[src/rtl/figan_pkg.sv]
// Shared definitions for the figan layer sequencers: default number format,
// sequencer state encoding and the common rescale/saturate rule.
package figan_pkg;

    localparam int FIGAN_DATA_WIDTH = 16;
    localparam int FIGAN_FRAC_BITS  = 10;

    typedef enum logic [1:0] {
        ACC  = 2'd0,
        BIAS = 2'd1,
        OUT  = 2'd2
    } state_t;

    typedef struct packed {
        logic signed [63:0] value;
        logic               sat;
    } rescale_t;

    // Arithmetic right shift (floor toward -inf), then clip to a signed data_width range.
    function automatic rescale_t shift_sat(input logic signed [63:0] acc,
                                           input int frac_bits,
                                           input int data_width);
        rescale_t           r;
        logic signed [63:0] shifted;
        logic signed [63:0] hi;
        logic signed [63:0] lo;
        shifted = acc >>> frac_bits;
        hi      = (64'sd1 <<< (data_width - 1)) - 64'sd1;
        lo      = -(64'sd1 <<< (data_width - 1));
        r.value = shifted;
        r.sat   = 1'b0;
        if (shifted > hi) begin
            r.value = hi;
            r.sat   = 1'b1;
        end else if (shifted < lo) begin
            r.value = lo;
            r.sat   = 1'b1;
        end
        return r;
    endfunction

endpackage

[src/rtl/q_rescale_sat.sv]
// Combinational accumulator-to-output conversion: shift out the fraction,
// saturate to DATA_WIDTH and optionally clamp negatives to zero.
module q_rescale_sat
    import figan_pkg::*;
#(
    parameter int ACC_WIDTH  = 40,
    parameter int DATA_WIDTH = FIGAN_DATA_WIDTH,
    parameter int FRAC_BITS  = FIGAN_FRAC_BITS,
    parameter int RELU       = 0
) (
    input  logic signed [ACC_WIDTH-1:0]  acc,
    output logic signed [DATA_WIDTH-1:0] data,
    output logic                         sat
);

    rescale_t res;
    logic     unused_bits;

    // The saturated value always fits DATA_WIDTH; only the sign bit above it matters.
    assign unused_bits = ^res.value[62:DATA_WIDTH];

    always_comb begin
        res  = shift_sat(64'(acc), FRAC_BITS, DATA_WIDTH);
        data = res.value[DATA_WIDTH-1:0];
        sat  = res.sat;
        if (RELU != 0 && res.value[63]) begin
            data = '0;
        end
    end

endmodule

[src/rtl/dec2_mac_seq.sv]
// dec2 output-neuron sequencer: N_IN multiply-accumulate beats through one
// multiplier, bias add, rescale/saturate, then a valid/ready result.
module dec2_mac_seq
    import figan_pkg::*;
#(
    parameter int DATA_WIDTH = FIGAN_DATA_WIDTH,
    parameter int FRAC_BITS  = FIGAN_FRAC_BITS,
    parameter int N_IN       = 16,
    parameter int ACC_WIDTH  = 40,
    parameter int RELU       = 0
) (
    input  logic                         clk,
    input  logic                         rst_n,
    input  logic                         x_valid,
    output logic                         x_ready,
    input  logic signed [DATA_WIDTH-1:0] x_data,
    output logic [$clog2(N_IN)-1:0]      w_sel,
    input  logic signed [DATA_WIDTH-1:0] w_in,
    input  logic signed [DATA_WIDTH-1:0] bias_in,
    output logic                         y_valid,
    input  logic                         y_ready,
    output logic signed [DATA_WIDTH-1:0] y_data,
    output logic                         y_sat,
    output state_t                       state
);

    localparam int CW = $clog2(N_IN);

    // Handshakes: a transfer happens on a rising edge where valid && ready;
    // valid never depends on ready, and y_* stay stable while y_valid && !y_ready.

    state_t                         state_q;
    state_t                         state_d;
    logic [CW-1:0]                  cnt;
    logic signed [ACC_WIDTH-1:0]    acc;
    logic signed [ACC_WIDTH-1:0]    acc_biased;
    logic signed [2*DATA_WIDTH-1:0] prod;
    logic signed [DATA_WIDTH-1:0]   res_data;
    logic                           res_sat;
    logic                           beat;
    logic                           last_beat;

    assign prod       = x_data * w_in;
    assign acc_biased = acc + (ACC_WIDTH'(bias_in) <<< FRAC_BITS);
    assign x_ready    = rst_n && (state_q == ACC);
    assign beat       = x_valid && x_ready;
    assign last_beat  = beat && (cnt == CW'(N_IN - 1));
    assign y_valid    = (state_q == OUT);
    assign w_sel      = cnt;
    assign state      = state_q;

    q_rescale_sat #(
        .ACC_WIDTH (ACC_WIDTH),
        .DATA_WIDTH(DATA_WIDTH),
        .FRAC_BITS (FRAC_BITS),
        .RELU      (RELU)
    ) u_rescale (
        .acc (acc_biased),
        .data(res_data),
        .sat (res_sat)
    );

    always_comb begin
        state_d = state_q;
        case (state_q)
            ACC:     if (last_beat) state_d = BIAS;
            BIAS:    state_d = OUT;
            OUT:     if (y_ready) state_d = ACC;
            default: state_d = ACC;
        endcase
    end

    always_ff @(posedge clk) begin
        if (!rst_n) begin
            state_q <= ACC;
            cnt     <= '0;
            acc     <= '0;
            y_data  <= '0;
            y_sat   <= 1'b0;
        end else begin
            state_q <= state_d;
            case (state_q)
                ACC: begin
                    if (beat) begin
                        acc <= acc + ACC_WIDTH'(prod);
                        cnt <= last_beat ? '0 : cnt + 1'b1;
                    end
                end
                BIAS: begin
                    acc    <= acc_biased;
                    y_data <= res_data;
                    y_sat  <= res_sat;
                end
                OUT: begin
                    if (y_ready) begin
                        acc <= '0;
                        cnt <= '0;
                    end
                end
                default: ;
            endcase
        end
    end

endmodule

[config.mk]
export PLATFORM = sky130hd
export DESIGN_NAME = dec2_mac_seq
export DESIGN_NICKNAME = d
export VERILOG_FILES = /design/src/rtl/figan_pkg.sv /design/src/rtl/q_rescale_sat.sv /design/src/rtl/dec2_mac_seq.sv
export SDC_FILE = /design/constraint.sdc
export NUM_CORES = 1
export LEC_CHECK = 0
export CAP_MARGIN = 20
export CORE_MARGIN = 5
export CORE_UTILIZATION = 62
export CTS_BUF_LIST = sky130_fd_sc_hd__clkbuf_2
export CTS_CLUSTER_DIAMETER = 150
export DETAILED_ROUTE_END_ITERATION = 10
export DONT_BUFFER_PORTS = 1
export GPL_ROUTABILITY_DRIVEN = 0
export PLACE_DENSITY = 0.81
export REMOVE_ABC_BUFFERS = 1
export SETUP_SLACK_MARGIN = 0.05
export SYNTH_ARGS = -nofsm -noshare
export SYNTH_HDL_FRONTEND = slang
export SYNTH_HIERARCHICAL = 1
export SYNTH_SLANG_ARGS = --single-unit
[constraint.sdc]
create_clock -name clk -period 8.35 [get_ports clk]
set_clock_uncertainty 0.1 [all_clocks]
set_input_delay 2.505 -clock clk [delete_from_list [all_inputs] [get_ports clk]]
set_output_delay 2.505 -clock clk [all_outputs]
set_load 0.01 [all_outputs]
======== Word level (Yosys, flattened, before mapping) ========
Index checks and enable logic that the tools add are counted.
Widths: inputs -> output; s select.
word-level totals
  input port bits ......................... 52
  bits in registers ....................... 63
  word-level logic and storage cells ...... 38
  output and inout port bits .............. 25
operators by class
  multipliers ............................. 1
  eq/ne operators ......................... 6
  magnitude comparators ................... 2
  $add $sub $neg .......................... 3
  muxes and demuxes ....................... 12
  reductions and logical operators ........ 9
operators by type and width
  kind                  number
  $pmux 40 s3           1
  $mux 40               2
  $add 40x26->40        1
  $add 40x32->40        1
  $mux 17               2
  $mul 16x16->32        1
  $gt 30x16->1 const B  1
  $lt 30x16->1 const B  1
  $mux 4                3
  $pmux 4 s2            1
  $pmux 2 s3            1
  $reduce_and 3->1      2
  $add 4x1->4 const B   1
  $eq 4x4->1 const B    1
  $mux 2                2
  $ne 2x2->1 const B    2
  $logic_and 1x1->1     3
  $reduce_bool 3->1     1
  $eq 2x1->1 const B    1
  $eq 2x2->1 const B    1
  $logic_not 2->1       1
  $ne 2x1->1 const B    1
  $reduce_and 2->1      1
  $reduce_bool 2->1     1

======== Longest topological paths before layout ========
Gate-level depths: netlist of run 1.
  word-level depth ........................ 7
  depth in mapped cells ................... 25
  gate-level depth less buffers ........... 24

======== Modules after synthesis ========
Netlist of run 1, hierarchy kept.
modules (own cells, without submodules)
  module         area each (µm²)  cells an instance  times used
  dec2_mac_seq   16400.7          1849               1
  q_rescale_sat  232.7            29                 1

======== Least setup slack after synthesis of run 1 ========
OpenSTA, ideal clock, no wires.
  kind .................................... input port to flip-flop
  from .................................... input port w_in[7]
  to ...................................... register acc[38]
  data arrival time ....................... 8.349 ns
  data required time ...................... 8.124 ns
  path slack .............................. -0.225 ns
  library setup time ...................... 0.126 ns
  cell stages on the path ................. 24
  path through ............................ clkbuf_1 -> nand2_1 -> fa_1 -> inv_1 -> fa_1 -> inv_1 -> fa_1 -> inv_1 -> fa_1 -> fa_1 -> inv_1 -> fa_1 -> inv_1 -> ha_1 -> nand3_1 -> a2bb2oi_1 -> o221ai_1 -> a31oi_1 -> a21oi_1 -> o41ai_1 -> a21oi_1 -> a31oi_1 -> mux2i_1 -> o21ai_1
between the ends
  longest elaborated chain between the ends .. 4
RTL lines
  element               line                source
  start, declared       dec2_mac_seq.sv:18  input logic signed [DATA_WIDTH-1:0] w_in,
  $mul 16x16->32        dec2_mac_seq.sv:43  assign prod = x_data * w_in;
  $add 40x32->40        dec2_mac_seq.sv:85  acc <= acc + ACC_WIDTH'(prod);
  $mux 40               dec2_mac_seq.sv:84  if (beat) begin
  $pmux 40 s3           dec2_mac_seq.sv:82  case (state_q)
  end signal, assigned  dec2_mac_seq.sv:85
  end signal, assigned  dec2_mac_seq.sv:90  acc <= acc_biased;
  end, declared         dec2_mac_seq.sv:35  logic signed [ACC_WIDTH-1:0] acc;
No other way between the ends. The select of a mux whose other input is x is not followed.
A chain may end at the register's enable or synchronous reset.

======== Worst setup path after layout of run 1 ========
  from .................................... input port w_in[6]
  to ...................................... register acc[37]
The elaborated chain is that of the path after synthesis.

==> impl_metrics.env, run 1 <==
export IMPL_syn_avg_cell_area_um2=8.86
export IMPL_synth_compound_area_frac=0.120
export IMPL_viasPerCell=5.76
export IMPL_crit_top_cell="fa_1"
export IMPL_yosys_mux_area_fraction=0.0115
export IMPL_yosysUniqueCellTypes=74
export IMPL_cp_arrival_ns=8.41
export IMPL_die_height_um=174
export IMPL_drt_first_iter_violations=783
export IMPL_dp_hpwl_um=34100
export IMPL_route_detailed_drc=0
export IMPL_cp_max_fo=16
export IMPL_synth_area_um2=16600
export IMPL_tritoncts="done"
export IMPL_numCtsBuffers=9
export IMPL_cpPeakStageDelay_ns=0.56
export IMPL_final_antenna_net_count=0
export IMPL_drv_slew=0
export IMPL_path_cells="and2_1 > fa_1 > inv_1 > fa_1 > fa_1 > fa_1 > inv_1 > fa_1 > inv_1 > fa_1 > inv_1 > ha_1 > buf_4 > o21ai_0 > o21ai_0 > o211ai_2 > o31ai_2 > a2111o_1 > a21boi_4 > o211ai_2 > o311ai_0 > o221a_1 > a21oi_1"
export IMPL_stdcell_count=2244
export IMPL_cp_slowest_cell="fa_1"
export IMPL_yosys_warnings=6
export IMPL_first_pass_iters=5
export IMPL_fillers=2155
export IMPL_status="finished clean"
export IMPL_startpoint_type="primary input"
export IMPL_coreArea_um2=26700
export IMPL_seq_area_frac_synth=0.0758
export IMPL_pin_count=77
export IMPL_cts_htree_levels=3
export IMPL_critPathTopFamily="adder cells"
export IMPL_synth_ff_type="dfxtp_1"
export IMPL_maxCapViolations=0
export IMPL_final_nets=2433
export IMPL_rows=60
export IMPL_synth_async_sr_flop_share=0
export IMPL_crit_buf_inv=5
export IMPL_synth_simple_area_share=0.141
export IMPL_io_buffers=0
export IMPL_dieArea_um2=30200
export IMPL_synth_seq_cells=63
export IMPL_fin_crit_ns=8.08
export IMPL_rsz0062_at_grt="false"
export IMPL_min_path_type="flip-flop to flip-flop"
export IMPL_holdWs_ns=0.427
export IMPL_grt_max_degree=46
export IMPL_r2r_cells=20
export IMPL_final_common_cell="inv_1"
export IMPL_worst_pin_slew_ns=1.09
export IMPL_vias=12900
export IMPL_final_cell_mix="inv_1 (421), fa_1 (331), nand2_1 (167), ha_1 (149), and2_1 (122)"
export IMPL_clock_path_buffers=2
export IMPL_clkLatencyLatePin_ns=0.54
export IMPL_finalSetupViolations=0
export IMPL_area_growth_pct=5.07
export IMPL_required_ns=8.68
export IMPL_antenna_found_initial=1
export IMPL_synthAdderAreaFrac=0.510
export IMPL_relSlewSlack=0.276
export IMPL_hold_viol=0
export IMPL_synthCells=1878
export IMPL_wl_per_cell_um=17.8
export IMPL_clock_fmax_mhz=124
export IMPL_tns_ns=0
export IMPL_clock_sinks=63
export IMPL_dpl_cell_count=2230
export IMPL_path_depth=23
export IMPL_initial_utilization=0.624
export IMPL_hold_depth=2
export IMPL_critPathCaptureType="flip-flop"
export IMPL_regArea_um2=1260
export IMPL_fp_dieW_um=174
export IMPL_drt_total_wl_um=39900
export IMPL_grt_ovfl_total=0
export IMPL_multi_input_area_um2=13500
export IMPL_crit_type="primary input to flip-flop"
export IMPL_synth_xor_area_frac=0.0316
export IMPL_synth_edf_count=0
export IMPL_clk_pin_slew_worst_paths_ns=0.18
export IMPL_synth_top_family_by_area="adder cells"
export IMPL_grt_pass1_wl_um=67600
export IMPL_cts_root_buffer="clkbuf_2"
export IMPL_grt_pass1_vias=13800
export IMPL_final_min_period_over_clock_period=0.968
export IMPL_track_usage=0.274
export IMPL_num_antenna_cells=0
export IMPL_hold_buffers=0
export IMPL_drive_above_1_share=0.0594
## worst min-delay path: cells and delay by family, from the launching register on
| kind | cells | cell delay (ns) |
|---|---|---|
| and+or+nand+nor | 1 | 0.07 |
| DFF | 1 | 0.38 |
| AOI/OAI and AO/OA | 1 | 0.06 |
## synth_stat cells, drive strengths merged, types with 8 or more instances
cell / number / area share
a211oi: 12 / 0.0060
a21o: 42 / 0.019
a21oi: 82 / 0.025
a221o: 8 / 0.0048
a221oi: 8 / 0.0053
a22oi: 12 / 0.0054
a31oi: 9 / 0.0034
and2: 122 / 0.046
clkbuf: 58 / 0.013
dfxtp: 63 / 0.076
fa: 331 / 0.40
ha: 149 / 0.11
inv: 422 / 0.095
mux2i: 18 / 0.011
nand2: 167 / 0.038
nand2b: 9 / 0.0034
nand3: 13 / 0.0039
nand4: 10 / 0.0041
nor2: 102 / 0.023
nor2b: 10 / 0.0038
nor3: 18 / 0.0054
o21a: 9 / 0.0041
o21ai: 52 / 0.016
xnor2: 42 / 0.022
xor2: 18 / 0.0095
## kinds of logic after synthesis
logic type	after synthesis
buf+inv	486
xor+xnor	60
simple gates	483
mux	19
compound gates	287
fa+ha+maj	480
flops	63
## registers in the layout, indices dropped and copies added (netlist names)
name	cells
acc	40
y_data	16
w_sel	4
state	2
y_sat	1
## final timing paths
kind	start	to	slack (ns)
worst max-delay path	w_in[6]	acc[37]$_SDFFE_PN0P_	0.27
worst min-delay path	acc[3]$_SDFFE_PN0P_	acc[3]$_SDFFE_PN0P_	0.43
worst min register to register	acc[3]$_SDFFE_PN0P_	acc[3]$_SDFFE_PN0P_	0.43
worst max register to register	acc[15]$_SDFFE_PN0P_	acc[38]$_SDFFE_PN0P_	2.79
## repair_timing
| item | 4_1_cts | 5_1_grt |
|---|---|---|
| setup endpoints to repair | 0 | 8 |
| setup buffers | 0 | 1 |
| gates resized for setup | 0 | 1 |
## per-layer routing
layer	vias up	wire (um)	global-route usage
met4	2	1290	0.0825
met1	6504	15700	0.349
met5	-	13	0
met2	425	20300	0.481
li1	5897	-	-
met3	97	2550	0.0471
## area by class of cell
cell class / count / share of cell area
clock buffer: 9 / 0.00258
sequential: 63 / 0.0722
multi-input combinational: 1329 / 0.775
clock inverter: 4 / 0.000931
tap: 341 / 0.0244
timing repair buffer: 76 / 0.0341
inverter: 422 / 0.0906
## per-stage QoR
step	instance area (um2)	setup WS, ns	util
CTS	17500	0.272	0.655
finish	17500	0.269	0.656
global placement	17400	-0.200	0.653
global route	17500	0.0556	0.656
floorplan	16400	-0.0597	-
detailed placement	17400	-0.322	0.653
Power of run 1 is not shown: default switching activity piles up to over one toggle a cycle in this logic, so the estimate is an artifact.
==> run 2, diff against run 1 <==
Settings changed: CORE_UTILIZATION 62 to 46, PLACE_DENSITY 0.81 to unset.
==> run 2 against run 1 <==
  * Hold slack improved by 0.0070 ns
  * Critical path depth rose by 1
  * Final cell count rose by 5.9%
  * Highest routed layer unchanged
==> impl_metrics.env, run 2 (synthesis results as in run 1) <==
export IMPL_status="finished clean"
export IMPL_clkLatencyLatePin_ns=0.53
export IMPL_clk_pin_slew_worst_paths_ns=0.21
export IMPL_drive_above_1_share=0.0699
export IMPL_cp_arrival_ns=8.40
export IMPL_numCtsBuffers=9
export IMPL_grt_pass1_vias=13300
export IMPL_die_height_um=200
export IMPL_final_min_period_over_clock_period=0.965
export IMPL_io_buffers=0
export IMPL_finalSetupViolations=0
export IMPL_clock_fmax_mhz=124
export IMPL_rsz0062_at_grt="false"
export IMPL_fp_dieW_um=200
export IMPL_fin_crit_ns=8.06
export IMPL_largest_reg_flops=40
export IMPL_min_path_type="flip-flop to flip-flop"
export IMPL_hold_viol=0
export IMPL_required_ns=8.69
export IMPL_placed_area_um2=17600
export IMPL_cts_htree_levels=3
export IMPL_first_pass_iters=5
export IMPL_final_cell_mix="inv_1 (421), fa_1 (329), nand2_1 (167), ha_1 (149), and2_1 (122)"
export IMPL_wl_per_cell_um=17.9
export IMPL_relSlewSlack=0.333
export IMPL_dp_hpwl_um=36300
export IMPL_tritoncts="done"
export IMPL_maxCapViolations=0
export IMPL_coreArea_um2=35700
export IMPL_vias=12600
export IMPL_grt_pass1_wl_um=71800
export IMPL_grt_max_degree=46
export IMPL_cts_root_buffer="clkbuf_2"
export IMPL_clock_path_buffers=2
export IMPL_largest_register="acc"
export IMPL_critPathCaptureType="flip-flop"
export IMPL_drt_first_iter_violations=501
export IMPL_final_nets=2444
export IMPL_startpoint_type="primary input"
export IMPL_crit_type="primary input to flip-flop"
export IMPL_dieArea_um2=40100
export IMPL_drt_total_wl_um=42500
export IMPL_final_cell_area_um2=17800
export IMPL_viasPerCell=5.31
export IMPL_final_antenna_net_count=0
export IMPL_antenna_found_initial=1
export IMPL_initial_utilization=0.467
export IMPL_rows=69
export IMPL_drv_slew=0
export IMPL_fillers=3401
export IMPL_worst_pin_slew_ns=1.00
export IMPL_grt_ovfl_total=0
export IMPL_route_detailed_drc=0
export IMPL_final_common_cell="inv_1"
export IMPL_track_usage=0.219
export IMPL_num_antenna_cells=0
export IMPL_cp_max_fo=16
export IMPL_area_growth_pct=7.29
export IMPL_clock_sinks=63
export IMPL_pin_count=77
-- run 2: metrics by stage --
| step | std cells | utilization | TNS, ns | setup WS [ns] | hold slack (ns) |
|---|---|---|---|---|---|
| after CTS | 2375 | 0.499 | 0 | 0.217 | 0.436 |
| after detailed placement | 2360 | 0.495 | -3.08 | -0.339 | 0.399 |
| after global placement | 2360 | 0.495 | -2.50 | -0.274 | 0.385 |
| after global routing | 2377 | 0.501 | 0 | 0.0588 | 0.459 |
| final | 2377 | 0.501 | 0 | 0.292 | 0.434 |
| after floorplan | 1814 | - | -0.0597 | -0.0597 | 0.364 |
-- run 2: critical path: stages --
cell       delay (ns)
and2_1           0.16
fa_1             0.54
inv_1            0.06
fa_1             0.50
fa_1             0.53
inv_1            0.05
fa_1             0.48
fa_1             0.55
inv_1            0.06
fa_1             0.54
inv_1            0.04
ha_1             0.34
a21o_1           0.21
a2bb2oi_2        0.14
o221ai_1         0.12
a31oi_1          0.17
buf_4            0.17
a21oi_1          0.12
o41ai_1          0.34
buf_4            0.18
nor2b_1          0.16
xnor2_1          0.10
a221oi_1         0.25
nor2_1           0.08
-- run 2: path summary, 6_finish.rpt --
| kind | startpoint | end | slack [ns] | depth (start not counted) |
|---|---|---|---|---|
| max reg2reg | acc[15]$_SDFFE_PN0P_ | acc[34]$_SDFFE_PN0P_ | 2.76 | 22 |
| min | acc[0]$_SDFFE_PN0P_ | acc[0]$_SDFFE_PN0P_ | 0.43 | 2 |
| max | w_in[4] | acc[34]$_SDFFE_PN0P_ | 0.29 | 24 |
| min reg2reg | acc[0]$_SDFFE_PN0P_ | acc[0]$_SDFFE_PN0P_ | 0.43 | 2 |
-- run 2: cell type report --
class | instances | area [um2] | area share
Clock buffer | 9 | 45.0 | 0.00252
Clock inverter | 6 | 110 | 0.00617
Inverter | 422 | 1580 | 0.0888
Multi-Input combinational cell | 1329 | 13600 | 0.760
Sequential cell | 63 | 1260 | 0.0707
Tap cell | 461 | 577 | 0.0323
Timing Repair Buffer | 87 | 698 | 0.0391
-- run 2: repair_timing --
item,in CTS,in global routing
resized for setup,0,8
endpoints found under the hold margin,0,0
hold buffers,0,0
setup endpoints to repair,0,9
setup buffers,0,1
-- run 2: metal layers --
layer,track usage,vias to the layer above,part of all wire
met2,0.362,275,0.47
met3,0.0346,47,0.047
li1,-,5927,-
met4,0.0325,2,0.014
met1,0.312,6378,0.46
met5,0,-,0.00021
Power of run 2 is left out for the same reason.
